--- config.mk ---
export PLATFORM = sky130hd
export DESIGN_NAME = seq_divider_flat
export DESIGN_NICKNAME = d
export VERILOG_FILES = /design/src/rtl/div_pkg.sv /design/src/rtl/seq_divider_if.sv /design/src/rtl/div_step.sv /design/src/rtl/seq_divider.sv /design/src/flat_wrapper.sv
export SDC_FILE = /design/constraint.sdc
export NUM_CORES = 1
export LEC_CHECK = 0
export CAP_MARGIN = 20
export CORE_ASPECT_RATIO = 0.9
export CORE_MARGIN = 4
export CORE_UTILIZATION = 25
export CTS_CLUSTER_SIZE = 10
export DETAILED_ROUTE_END_ITERATION = 8
export PLACE_DENSITY = 0.43
export SLEW_MARGIN = 20
export SYNTH_ARGS = -nofsm -noshare
export SYNTH_HDL_FRONTEND = slang
export SYNTH_SLANG_ARGS = --single-unit
--- constraint.sdc ---
create_clock -name clk -period 1.9 [get_ports clk]
set_input_delay 0.475 -clock clk [delete_from_list [all_inputs] [get_ports clk]]
set_output_delay 0.475 -clock clk [all_outputs]
set_load 0.01 [all_outputs]
--- src/rtl/div_pkg.sv ---
// div_pkg: shared widths and FSM encoding for the sequential divider
package div_pkg;
  localparam int DW_DEF = 7;
  localparam int VW_DEF = 3;
  localparam int CW_DEF = 3;
  typedef enum logic [1:0] {
    IDLE = 2'd0,
    RUN  = 2'd1,
    ZERO = 2'd2
  } state_t;
endpackage

--- src/rtl/seq_divider_if.sv ---
// seq_divider_if: start/busy/done handshake and operand/result bus of the divider
interface seq_divider_if import div_pkg::*; #(
  parameter int DW = DW_DEF,
  parameter int VW = VW_DEF
);
  logic          start;
  logic [DW-1:0] dividend;
  logic [VW-1:0] divisor;
  logic          busy;
  logic          done;
  logic [DW-1:0] quotient;
  logic [VW-1:0] remainder;
  logic          dbz;
  modport master (output start, dividend, divisor, input busy, done, quotient, remainder, dbz);
  modport slave  (input start, dividend, divisor, output busy, done, quotient, remainder, dbz);
endinterface

--- src/rtl/div_step.sv ---
// div_step: one combinational restoring-division iteration
module div_step import div_pkg::*; #(
  parameter int VW = VW_DEF
) (
  input  logic [VW:0]   pr,
  input  logic          din,
  input  logic [VW-1:0] divisor,
  output logic [VW:0]   pr_next,
  output logic          qbit
);
  logic [VW:0] t;
  assign t = {pr[VW-1:0], din};
  // a set top bit of pr can only mean pr already reached the divisor, so it forces a subtract
  assign qbit = pr[VW] || (t >= {1'b0, divisor});
  assign pr_next = qbit ? t - {1'b0, divisor} : t;
endmodule

--- src/rtl/seq_divider.sv ---
// seq_divider: multi-cycle restoring divider, one quotient bit per clock
module seq_divider import div_pkg::*; #(
  parameter int DW = DW_DEF,
  parameter int VW = VW_DEF,
  parameter int CW = CW_DEF
) (
  input logic clk,
  input logic rst,
  seq_divider_if.slave bus
);
  state_t        state, state_n;
  logic [DW-1:0] dsr, qsr, quotient;
  logic [VW-1:0] dvs, remainder;
  logic [VW:0]   pr, pr_n;
  logic [CW-1:0] cnt;
  logic          qb, done, dbz, last;
  assign last = cnt == CW'(1);
  div_step #(.VW(VW)) u_step (
    .pr(pr),
    .din(dsr[DW-1]),
    .divisor(dvs),
    .pr_next(pr_n),
    .qbit(qb)
  );
  // state register
  always_ff @(posedge clk) state <= rst ? IDLE : state_n;
  // next state; ZERO and the unused encoding both return to IDLE
  always_comb begin
    state_n = IDLE;
    case (state)
      IDLE:    state_n = bus.start ? (bus.divisor == '0 ? ZERO : RUN) : IDLE;
      RUN:     state_n = last ? IDLE : RUN;
      default: state_n = IDLE;
    endcase
  end
  // datapath: operand capture, restoring iterations and result registers
  always_ff @(posedge clk) begin
    if (rst) begin
      dsr       <= '0;
      dvs       <= '0;
      pr        <= '0;
      qsr       <= '0;
      cnt       <= '0;
      quotient  <= '0;
      remainder <= '0;
      dbz       <= 1'b0;
      done      <= 1'b0;
    end else begin
      done <= 1'b0;
      case (state)
        IDLE: if (bus.start) begin
          dsr <= bus.dividend;
          dvs <= bus.divisor;
          pr  <= '0;
          qsr <= '0;
          cnt <= CW'(DW);
        end
        RUN: begin
          dsr <= {dsr[DW-2:0], 1'b0};
          pr  <= pr_n;
          qsr <= {qsr[DW-2:0], qb};
          cnt <= cnt - CW'(1);
          if (last) begin
            quotient  <= {qsr[DW-2:0], qb};
            remainder <= pr_n[VW-1:0];
            dbz       <= 1'b0;
            done      <= 1'b1;
          end
        end
        ZERO: begin
          quotient  <= '1;
          remainder <= '0;
          dbz       <= 1'b1;
          done      <= 1'b1;
        end
        default: ;
      endcase
    end
  end
  assign bus.busy      = (state == RUN) || (state == ZERO);
  assign bus.done      = done;
  assign bus.quotient  = quotient;
  assign bus.remainder = remainder;
  assign bus.dbz       = dbz;
endmodule

--- src/flat_wrapper.sv ---
// flat-port wrapper written by rule: the top's interface ports become plain ports
module seq_divider_flat import div_pkg::*;
#(
  parameter int DW = DW_DEF,
  parameter int VW = VW_DEF,
  parameter int CW = CW_DEF
)
  (clk, rst, bus_start, bus_dividend, bus_divisor, bus_busy, bus_done, bus_quotient, bus_remainder, bus_dbz);
  seq_divider_if #(.DW(DW), .VW(VW)) bus_i ();
  input logic clk;
  input logic rst;
  input wire logic [$bits(bus_i.start)-1:0] bus_start;
  input wire logic [$bits(bus_i.dividend)-1:0] bus_dividend;
  input wire logic [$bits(bus_i.divisor)-1:0] bus_divisor;
  output wire logic [$bits(bus_i.busy)-1:0] bus_busy;
  output wire logic [$bits(bus_i.done)-1:0] bus_done;
  output wire logic [$bits(bus_i.quotient)-1:0] bus_quotient;
  output wire logic [$bits(bus_i.remainder)-1:0] bus_remainder;
  output wire logic [$bits(bus_i.dbz)-1:0] bus_dbz;
  assign bus_i.start = bus_start;
  assign bus_i.dividend = bus_dividend;
  assign bus_i.divisor = bus_divisor;
  assign bus_busy = bus_i.busy;
  assign bus_done = bus_i.done;
  assign bus_quotient = bus_i.quotient;
  assign bus_remainder = bus_i.remainder;
  assign bus_dbz = bus_i.dbz;
  seq_divider #(.DW(DW), .VW(VW), .CW(CW)) u_core (.clk(clk), .rst(rst), .bus(bus_i));
endmodule
# --- Word-level counts from Yosys, hierarchy flattened ---
# Cells that the tools add are included.
totals:
  regBits: 37
  latchBits: 0
  ramBits: 0
  mem_bits_ro: 0
  input_bits: 13
  out_inout_bits: 13
  wordCells: 48
  mem_count: 0
op_classes:
  n_addsub: 2
  mul: 0
  div_mod_pow: 0
  order_cmp: 1
  eq_ne: 5
  shift: 0
  mux: 21
  n_bitwise: 0
  reduce_logical: 9
op_table:
  columns: ["cell", "count"]
  rows:
  - ["one-hot mux 7 bit (2 select lines)", 2]
  - ["two-way mux 7 bit", 2]
  - ["one-hot mux 3 bit (2 select lines)", 2]
  - ["one-hot mux 6 bit (2 select lines)", 1]
  - ["two-way mux 4 bit", 2]
  - ["one-hot mux 4 bit (2 select lines)", 1]
  - ["two-way mux 3 bit", 2]
  - ["two-way mux 6 bit", 1]
  - ["AND reduction 2 bit", 3]
  - ["greater-or-equal comparator 4 x 3 -> 1 bit", 1]
  - ["two-way mux 2 bit", 2]
  - ["one-hot mux 1 bit (2 select lines)", 2]
  - ["one-hot mux 2 bit (2 select lines)", 1]
  - ["nonzero test 2 bit", 2]
  - ["subtractor 4 x 3 -> 4 bit", 1]
  - ["== test 3 x 1 -> 1 bit, second input constant", 1]
  - ["logical NOT 3 bit", 1]
  - ["two-way mux 1 bit", 3]
  - ["subtractor 3 x 1 -> 3 bit, second input constant", 1]
  - ["== test 2 x 1 -> 1 bit, second input constant", 1]
  - ["== test 2 bit, second input constant", 1]
  - ["logical NOT 2 bit", 1]
  - ["logical OR 1 bit", 2]
  - ["!= test 2 x 1 -> 1 bit, second input constant", 1]
  - ["!= test 2 bit, second input constant", 1]

# --- Longest topological paths before layout ---
# Gate-level depths: netlist of run 1.
depth:
  depth_word: 5
  ltp_mapped: 8
  depth_no_buf: 8

# --- Hierarchy ---
# Synthesis of run 1 repeated with hierarchy kept, for this count alone.
hier_totals:
  cells_unflattened: 192
  hier_area_um2: 1811.7
by_module_without_submodules:
  columns: ["module", "n_inst", "cells_each", "area_per_inst_um2", "seq_area_each_um2"]
  rows:
  - ["seq_divider", 1, 166, 1594.0, 740.7]
  - ["div_step", 1, 26, 217.7, 0.0]

# --- Worst setup path before layout of run 1 ---
# Ideal clock, no wire load.
synth_path:
  path_type: "register to register"
  start: "reg u_core.dsr[6]"
  end: "reg u_core.pr[2]"
  setup_ns: 0.117
  arrival_ns: 1.707
  t_required_ns: 1.783
  slack_ns: 0.076
  path_stages_with_launch: 9
  cell_sequence: "dfxtp_1 > inv_1 > ha_1 > inv_1 > fa_1 > a21o_2 > a21oi_4 > a221oi_2 > a22o_2"
synth_between:
  elab_chain_cells: 4
  elab_cells_between_ends: 5
synth_lines:
  columns: ["element", "line_no", "rtl"]
  rows:
  - ["from (decl)", "seq_divider.sv:12", "logic [DW-1:0] dsr, qsr, quotient;"]
  - ["from (signal assigned)", "seq_divider.sv:52", "dsr <= bus.dividend;"]
  - ["from (signal assigned)", "seq_divider.sv:59", "dsr <= {dsr[DW-2:0], 1'b0};"]
  - ["greater-or-equal comparator 4 x 3 -> 1 bit", "div_step.sv:14", "assign qbit = pr[VW] || (t >= {1'b0, divisor});"]
  - ["logical OR 1 bit", "div_step.sv:14", null]
  - ["two-way mux 4 bit *", "div_step.sv:15", "assign pr_next = qbit ? t - {1'b0, divisor} : t;"]
  - ["one-hot mux 4 bit (2 select lines) *", "seq_divider.sv:50", "case (state)"]
  - ["to (signal assigned)", "seq_divider.sv:60", "pr <= pr_n;"]
  - ["to (decl)", "seq_divider.sv:14", "logic [VW:0] pr, pr_n;"]
# Mark *: on every way between the ends. The rest lies on a longest branch, timed or not.
# A chain may end at the register's enable or synchronous reset.

# --- Final worst setup path of run 1 ---
layout_path:
  start: "reg u_core.dsr[6]"
  end: "reg u_core.remainder[1], in the netlist u_core.bus.remainder[1]"
layout_between:
  elab_chain_cells: 5
  elab_cells_between_ends: 6
layout_lines:
  columns: ["element", "line_no", "rtl"]
  rows:
  - ["greater-or-equal comparator 4 x 3 -> 1 bit", "div_step.sv:14", null]
  - ["logical OR 1 bit", "div_step.sv:14", null]
  - ["two-way mux 4 bit *", "div_step.sv:15", null]
  - ["two-way mux 3 bit *", "seq_divider.sv:63", "if (last) begin"]
  - ["one-hot mux 3 bit (2 select lines) *", "seq_divider.sv:50", null]
  - ["to (signal assigned)", "seq_divider.sv:65", "remainder <= pr_n[VW-1:0];"]
  - ["to (decl)", "seq_divider.sv:13", "logic [VW-1:0] dvs, remainder;"]
# Mark *: on every way between the ends. The rest lies on a longest branch, timed or not. The select of a mux whose other input is x is not followed.

==> results of run 1 <==
[state kept, by name (all words and copies together) (netlist names), 2 cells and up]
signal and flops:
u_core.bus.quotient 7, u_core.qsr 6, u_core.state 2, u_core.cnt 3, u_core.pr 4, u_core.dvs 3
u_core.dsr 7, u_core.bus.remainder 3
[synth_stat cells (2+ instances only)]
cell and number:
a211oi_1 8, a21oi_1 7, a22o_1 3, a22o_2 2, a22oi_1 6, buf_4 3, clkbuf_1 4, dfxtp_1 37
ha_1 8, inv_1 9, mux2i_1 6, nand2_1 7, nand2b_1 4, nand3_1 5, nand3b_1 2, nor2_1 33
nor3_1 10, nor3b_1 2, o21a_1 2, o21ai_0 2, o32ai_1 2
[stage by stage]
step | instance area [um^2] | util | setup WS (ns)
after global placement | 2077 | 0.3305 | -0.07421
after CTS | 2191 | 0.3487 | 0.02606
after detailed placement | 2077 | 0.3305 | -0.06693
final | 2220 | 0.3532 | 0.06205
after floorplan | 1653 | - | 0.07567
after global routing | 2220 | 0.3532 | -0.03066
[worst max-delay path, cell delays in order, from the launching register on]
cell     delay (ns)
dfxtp_2        0.33
inv_2          0.06
ha_4           0.12
inv_2          0.03
fa_2           0.37
a21o_4         0.20
a21oi_4        0.21
mux2i_2        0.28
a22o_1         0.18
[layer usage]
metal / up-vias / wire length (um) / track usage / part of all wire
li1: 716 / - / - / -
met1: 620 / 2047 / 0.1451 / 0.52
met2: 21 / 1653 / 0.1489 / 0.42
met3: 6 / 205 / 0.03546 / 0.052
met4: 0 / 46 / 0.03937 / 0.012
met5: - / 0 / 0 / 0
[final timing paths]
check	startpoint	end	slack [ns]	depth (start not counted)
worst max-delay path	u_core.dsr[6]	u_core.bus.remainder[1]	0.06	8
worst min-delay path	u_core.dvs[1]	u_core.dvs[1]	0.46	2
worst max register to register	u_core.dsr[6]	u_core.bus.remainder[1]	0.06	8
worst min register to register	u_core.dvs[1]	u_core.dvs[1]	0.46	2
[power by group through the flow]
stage	Clock, mW	Sequential [mW]	Combinational (mW)
6_report	0.598	0.856	0.414
5_1_grt	0.671	0.863	0.463
4_1_cts	0.630	0.855	0.403
3_5_place_dp	0	0.872	0.394
3_3_place_gp	0	0.872	0.397
2_1_floorplan	0	0.871	0.241
[cell type report]
class	instances	area, um^2
Clock buffer	7	96.34
Clock inverter	1	5.005
Fill cell	679	4064
Inverter	9	33.78
Multi-Input combinational cell	125	855.8
Sequential cell	37	743.2
Tap cell	87	108.9
Timing Repair Buffer	42	376.6
[kinds of logic (layout without fill, tap and decap cells)]
kind of cell,count (synthesis),after routing,share of synthesized area
flops,37,37,0.4481
xor+xnor,1,1,0.005300
mux,7,7,0.04315
compound gates,40,40,0.1885
fa+ha+maj,9,9,0.07268
simple gates,68,68,0.1930
buf+inv,18,59,0.04919
[timing repair]
action	4_1_cts	5_1_grt
buffers inserted	1	1
resized for setup	3	7
gates cloned	0	0
setup endpoints to repair	4	5
pin swaps	1	4
==> flow_summary.json, run 1 <==
{
  "clk_latency_ns": 0.28,
  "dpl.cell_count": 298,
  "syn_to_final_growth_pct": 34.29,
  "cts.sinks": 37,
  "grt_setup_unrepaired": "yes",
  "n_antenna_cell": 0,
  "power.density_mw_per_mm2": 841.8,
  "clockRootBuffer": "clkbuf_8",
  "peakVddDrop_mv": 0.3135,
  "synth_edf_count": 0,
  "ys_seq_area_frac": 0.4481,
  "num-nets-final": 242,
  "dpl.hpwl_um": 2880,
  "crit_type": "flip-flop to flip-flop",
  "rows": 27,
  "combPwrFrac": 0.222,
  "ant_nets": 0,
  "end_kind": "flip-flop",
  "wirelength_um": 3953,
  "drc": 0,
  "drv_cap": 0,
  "slew_viol_final": 0,
  "fin_crit_sh": 0.9673,
  "syn_avg_cell_area_um2": 9.182,
  "ioPinCount": 26,
  "synth_top_area_cell": "dfxtp_1",
  "clockBufferDepth": 2,
  "clockPowerShare": 0.320,
  "htreeDepth": 2,
  "dieArea_mm2": 0.007978,
  "fin_cells": 308,
  "clock_skew_ns": 0.004741,
  "crit_required_ns": 2.13,
  "gr-total-overflow": 0,
  "io_buffers": 25,
  "synth_top_cell_area_share": 0.4481,
  "grt_pass1_wl_um": 6555,
  "synth_cell_types": 39,
  "vias_per_cell": 4.425,
  "slew_headroom": 0.7430,
  "cts_tree": "built",
  "die_w_um": 93.71,
  "synthTopCellsByArea": "dfxtp_1 45%, nor2_1 7.5%, ha_1 6.1%",
  "grt_pass1_vias": 1352,
  "cp-start-kind": "flip-flop",
  "cp_max_fo": 4,
  "p_leak_nw": 0.8447,
  "power.internal_mw": 1.363,
  "grt_max_degree": 17,
  "clkTransAtPathRegs_ns": 0.07,
  "drt_iter0_drc": 37,
  "p_seq_frac": 0.458,
  "core_mm2": 0.006284,
  "outcome": "completed",
  "hold_ws_ns": 0.4628,
  "layout_common_cells": "35 x dfxtp_1, 33 x nor2_1, 24 x clkdlybuf4s50_1, 17 x buf_4, 10 x nor3_1",
  "finalWeightedCongestion": 0.6920,
  "worstMarginPinSlew_ns": 0.3855,
  "route.detailed.wl_per_inst_um": 12.83,
  "chipHeight_um": 85.14,
  "cts_inserted_buffers": 5,
  "crit_arrival_ns": 2.06,
  "drtPass1Iterations": 4,
  "syn_nets": 202,
  "ys.flop_type": "dfxtp_1",
  "p_sw_mw": 0.5052,
  "initial_core_util": 0.2630,
  "hold_viol_final": 0,
  "grtUsageTotal": 0.1046,
  "period_minus_slack_ns": 1.838,
  "netlist_area_mm2": 0.001653,
  "grt_antenna_before_repair": 0,
  "final_common_cell": "dfxtp_1",
  "drive_gt1_frac": 0.1810,
  "vias": 1363,
  "yosysWarningCount": 0,
  "swShare": 0.2704,
  "setup_tns_ns": 0,
  "totalPowerFinal_mw": 1.868,
  "cts_hold_buf": 0,
  "hold_class": "flip-flop to flip-flop",
  "max_freq_mhz": 544.1,
  "ys_ff_latch": 37,
  "syn_inst": 180,
  "async_flop_share": 0,
  "setup_viol": 0
}
Note: power is estimated with default switching activity, not from simulation.
==> inputs of run 2 (changes only) <==
--- a/config.mk
+++ b/config.mk
@@ -8,10 +8,10 @@
 export CAP_MARGIN = 20
 export CORE_ASPECT_RATIO = 0.9
 export CORE_MARGIN = 4
-export CORE_UTILIZATION = 25
+export CORE_UTILIZATION = 30
 export CTS_CLUSTER_SIZE = 10
 export DETAILED_ROUTE_END_ITERATION = 8
-export PLACE_DENSITY = 0.43
+export PLACE_DENSITY = 0.48
 export SLEW_MARGIN = 20
 export SYNTH_ARGS = -nofsm -noshare
 export SYNTH_HDL_FRONTEND = slang
==> constraint.sdc (replaced) <==
create_clock -name clk -period 2.2 [get_ports clk]
set_input_delay 0.55 -clock clk [delete_from_list [all_inputs] [get_ports clk]]
set_output_delay 0.55 -clock clk [all_outputs]
set_load 0.01 [all_outputs]
==> flow_summary.json, run 2 (synthesis gave the netlist of run 1 again) <==
{
  "outcome": "completed",
  "hold_class": "flip-flop to flip-flop",
  "cp_max_fo": 2,
  "dieArea_mm2": 0.006763,
  "n_antenna_cell": 0,
  "reg2reg_slack_ns": 0.21,
  "cts_resized": 0,
  "route.detailed.wl_per_inst_um": 13.66,
  "gr-total-overflow": 0,
  "seq_area_um2": 740.7,
  "clock_skew_ns": 0.004404,
  "cp-start-kind": "flip-flop",
  "cts_tree": "built",
  "vias_per_cell": 4.853,
  "hold_path_end": "u_core.dvs[2]",
  "hold_depth": 2,
  "initial_core_util": 0.3127,
  "core_mm2": 0.005286,
  "io_buffers": 25,
  "dpl.cell_count": 270,
  "clk_latency_ns": 0.29,
  "worstMarginPinSlew_ns": 0.6520,
  "max_freq_mhz": 486.3,
  "slew_headroom": 0.5624,
  "rows": 25,
  "drv_cap": 0,
  "period_minus_slack_ns": 2.056,
  "rr_worst_depth": 8,
  "reg2reg_to": "u_core.bus.remainder[1]",
  "multiInputGateArea_um2": 830.8,
  "grt_max_degree": 19,
  "clockRootBuffer": "clkbuf_8",
  "clockPowerShare": 0.333,
  "finalWeightedCongestion": 0.7897,
  "fin_crit_sh": 0.9347,
  "chipHeight_um": 78.42,
  "vias": 1349,
  "grt_antenna_before_repair": 0,
  "combPwrFrac": 0.198,
  "fin_cells": 278,
  "drc": 0,
  "drtPass1Iterations": 6,
  "setup_tns_ns": 0,
  "power.density_mw_per_mm2": 752.9,
  "top_regs": "u_core.bus.quotient x7, u_core.dsr x7, u_core.qsr x6",
  "hold_ws_ns": 0.4629,
  "grtUsageTotal": 0.1184,
  "power.internal_mw": 1.143,
  "min-delay-start": "u_core.dvs[2]",
  "end_kind": "primary output",
  "crit_required_ns": 1.65,
  "ioPinCount": 26,
  "grt_pass1_wl_um": 6279,
  "crit_type": "flip-flop to primary output",
  "grt_pass1_vias": 1311,
  "final_common_cell": "dfxtp_1",
  "p_seq_frac": 0.469,
  "num-nets-final": 232,
  "die_w_um": 86.24,
  "clkTransAtPathRegs_ns": 0.07,
  "cts_hold_buf": 0,
  "cts_setup_buffers": 0,
  "p_sw_mw": 0.4332,
  "htreeDepth": 2,
  "drive_gt1_frac": 0.1090,
  "ant_nets": 0,
  "drt_iter0_drc": 69,
  "clockBufferDepth": 2,
  "hold_viol_final": 0,
  "slew_viol_final": 0,
  "setup_viol": 0,
  "swShare": 0.2749,
  "syn_to_final_growth_pct": 26.65,
  "layout_common_cells": "37 x dfxtp_1, 33 x nor2_1, 25 x clkdlybuf4s50_1, 10 x nor3_1, 9 x inv_1",
  "cts_inserted_buffers": 5,
  "p_leak_nw": 0.7917,
  "grt_setup_unrepaired": "no",
  "cts.sinks": 37,
  "peakVddDrop_mv": 0.2704,
  "dpl.hpwl_um": 2835,
  "reg2reg_from": "u_core.dsr[6]",
  "fillers": 527,
  "wirelength_um": 3797,
  "crit_arrival_ns": 1.51
}
run 2: changes by cell type in the layout (fill, tap and decap cells not counted), moves of 2 or more:
cell / delta
dfxtp_2: -2
inv_1: +2
inv_2: -2
dfxtp_1: +2
buf_4: -10
run 2: critical path: stages, from the launching register on:
cell and delay [ns]:
dfxtp_1 0.34, inv_1 0.06, ha_1 0.28, clkdlybuf4s50_1 0.54
run 2: cell type report:
cell class,count,area share
Clock buffer,7,0.04603
Tap cell,67,0.04005
Sequential cell,37,0.3539
Timing Repair Buffer,32,0.1446
Multi-Input combinational cell,125,0.3969
Inverter,9,0.01614
Clock inverter,1,0.002391
run 2: metrics by stage:
| step | setup WS, ns | utilization | instance area (um^2) | total power [mW] |
|---|---|---|---|---|
| after floorplan | 0.3757 | - | 1653 | 0.9599 |
| after global routing | 0.07154 | 0.3960 | 2093 | 1.657 |
| after CTS | 0.1210 | 0.3960 | 2093 | 1.592 |
| after global placement | 0.2497 | 0.3768 | 1992 | 1.062 |
| after detailed placement | 0.1835 | 0.3768 | 1992 | 1.066 |
| final | 0.1437 | 0.3960 | 2093 | 1.576 |
run 2: power by group through the flow:
| stage | registers (mW) | clock network [mW] | logic, mW |
|---|---|---|---|
| after detailed placement | 0.754 | 0 | 0.312 |
| after global routing | 0.743 | 0.564 | 0.350 |
| after global placement | 0.752 | 0 | 0.310 |
| after floorplan | 0.752 | 0 | 0.208 |
| after CTS | 0.739 | 0.539 | 0.314 |
| final | 0.739 | 0.525 | 0.312 |
run 2: worst max path at each step:
stage,endpoint,from,slack (ns),depth (start not counted)
after CTS,bus_busy,u_core.state[0],0.12,3
after global routing,bus_busy,u_core.state[0],0.07,3
after detailed placement,u_core.dsr[3],bus_start,0.18,6
after global placement,u_core.pr[1],bus_start,0.25,5
after floorplan,u_core.pr[2],u_core.dsr[6],0.38,8
final,bus_busy,u_core.state[0],0.14,3
run 2: per-layer routing:
| metal | up-vias | GRT usage | wire (um) |
|---|---|---|---|
| met5 | - | 0 | 0 |
| met1 | 626 | 0.1654 | 2001 |
| met4 | 0 | 0.04206 | 56 |
| met3 | 8 | 0.03463 | 108 |
| met2 | 18 | 0.1726 | 1630 |
| li1 | 697 | - | - |
==> inputs of run 3 (changes only) <==
--- a/config.mk
+++ b/config.mk
@@ -11,8 +11,7 @@
 export CORE_UTILIZATION = 30
 export CTS_CLUSTER_SIZE = 10
 export DETAILED_ROUTE_END_ITERATION = 8
-export PLACE_DENSITY = 0.48
-export SLEW_MARGIN = 20
+export RECOVER_POWER = 50
 export SYNTH_ARGS = -nofsm -noshare
 export SYNTH_HDL_FRONTEND = slang
 export SYNTH_SLANG_ARGS = --single-unit
==> flow_summary.json, run 3 (synthesis gave the netlist of run 1 again) <==
{
  "vias_per_cell": 4.860,
  "swShare": 0.2473,
  "layout_common_cells": "37 x dfxtp_1, 33 x nor2_1, 20 x clkdlybuf4s50_1, 10 x nor3_1, 9 x inv_1",
  "clk_latency_ns": 0.29,
  "cp-start-kind": "flip-flop",
  "rows": 25,
  "clockBufferDepth": 2,
  "drc": 0,
  "p_seq_frac": 0.425,
  "max_freq_mhz": 484.4,
  "ant_nets": 0,
  "clockRootBuffer": "clkbuf_8",
  "grt_setup_unrepaired": "no",
  "seq_area_um2": 740.7,
  "power.internal_mw": 1.306,
  "top_regs": "u_core.bus.quotient x7, u_core.dsr x7, u_core.qsr x6",
  "cts_tree": "built",
  "grt_pass1_wl_um": 6423,
  "peakVddDrop_mv": 0.3323,
  "dieArea_mm2": 0.006763,
  "fillers": 531,
  "core_mm2": 0.005286,
  "syn_to_final_growth_pct": 28.16,
  "grtUsageTotal": 0.1204,
  "crit_arrival_ns": 1.51,
  "cts.sinks": 37,
  "slew_headroom": 0.4024,
  "cts_resized": 0,
  "drtPass1Iterations": 4,
  "hold_ws_ns": 0.4707,
  "ioPinCount": 26,
  "outcome": "completed",
  "wirelength_um": 3633,
  "clock_skew_ns": 0.006334,
  "hold_viol_final": 0,
  "rr_worst_depth": 8,
  "setup_tns_ns": 0,
  "hold_class": "flip-flop to flip-flop",
  "grt_max_degree": 17,
  "num-nets-final": 232,
  "end_kind": "primary output",
  "slew_viol_final": 0,
  "p_sw_mw": 0.4291,
  "crit_type": "flip-flop to primary output",
  "min-delay-start": "u_core.dvs[1]",
  "route.detailed.wl_per_inst_um": 13.07,
  "chipHeight_um": 78.42,
  "final_common_cell": "dfxtp_1",
  "cts_hold_buf": 0,
  "n_antenna_cell": 0,
  "setup_viol": 0,
  "multiInputGateArea_um2": 830.8,
  "cts_inserted_buffers": 5,
  "die_w_um": 86.24,
  "vias": 1351,
  "cp_max_fo": 2,
  "htreeDepth": 2,
  "grt_antenna_before_repair": 0,
  "period_minus_slack_ns": 2.065,
  "cts_setup_buffers": 0,
  "gr-total-overflow": 0,
  "p_leak_nw": 0.8129,
  "reg2reg_slack_ns": 0.26,
  "worstMarginPinSlew_ns": 0.8870,
  "combPwrFrac": 0.175,
  "hold_depth": 2,
  "clockPowerShare": 0.400,
  "clkTransAtPathRegs_ns": 0.07,
  "crit_required_ns": 1.65,
  "reg2reg_to": "u_core.bus.remainder[1]",
  "io_buffers": 25,
  "initial_core_util": 0.3127,
  "drv_cap": 0,
  "drt_iter0_drc": 65,
  "dpl.hpwl_um": 2683,
  "power.density_mw_per_mm2": 819.0,
  "hold_path_end": "u_core.dvs[1]",
  "reg2reg_from": "u_core.dsr[6]",
  "fin_crit_sh": 0.9384,
  "finalWeightedCongestion": 0.7557,
  "drive_gt1_frac": 0.09479,
  "grt_pass1_vias": 1381
}
==> run 3: worst max-delay path by stage <==
| stage | from | to | slack [ns] | cells after the start |
|---|---|---|---|---|
| floorplan | u_core.dsr[6] | u_core.pr[2] | 0.38 | 8 |
| global placement | u_core.dsr[6] | u_core.bus.remainder[1] | 0.28 | 8 |
| detailed placement | u_core.dsr[6] | u_core.bus.remainder[1] | 0.25 | 8 |
| CTS | u_core.state[1] | bus_busy | 0.13 | 3 |
| global route | u_core.state[1] | bus_busy | 0.05 | 3 |
| finish | u_core.state[1] | bus_busy | 0.14 | 3 |
==> run 3: worst max-delay path: stages (launching register included) <==
cell             delay [ns]
dfxtp_1                0.35
inv_1                  0.07
ha_1                   0.29
clkdlybuf4s50_1        0.53
==> run 3: area by class of cell <==
class / instances / share of cell area
clock inverters: 3 / 0.03071
multi-input cells: 125 / 0.3922
flip-flops and latches: 37 / 0.3497
clock buffers: 5 / 0.03249
inverters: 9 / 0.01595
well taps: 67 / 0.03957
repair buffers: 32 / 0.1394
==> run 3: power by group through the flow <==
stage | Combinational (mW) | Sequential, mW | Clock, mW
floorplan | 0.208 | 0.752 | 0
global placement | 0.306 | 0.753 | 0
detailed placement | 0.309 | 0.754 | 0
CTS | 0.311 | 0.738 | 0.713
global route | 0.346 | 0.744 | 0.741
finish | 0.303 | 0.738 | 0.694
==> run 3: through the flow <==
step | instance area [um^2] | std cells | worst slack, ns | utilization | power (mW)
after CTS | 2126 | 278 | 0.1251 | 0.4021 | 1.762
after global placement | 1992 | 270 | 0.2819 | 0.3768 | 1.059
after floorplan | 1653 | 180 | 0.3757 | - | 0.9599
final | 2118 | 278 | 0.1355 | 0.4007 | 1.735
after detailed placement | 1992 | 270 | 0.2462 | 0.3768 | 1.063
after global routing | 2118 | 278 | 0.04784 | 0.4007 | 1.832
==> run 3: layer usage <==
metal | track usage | wire [um]
met5 | 0 | 0
met2 | 0.1780 | 1495
met3 | 0.03673 | 196
met4 | 0.04206 | 51
met1 | 0.1658 | 1890
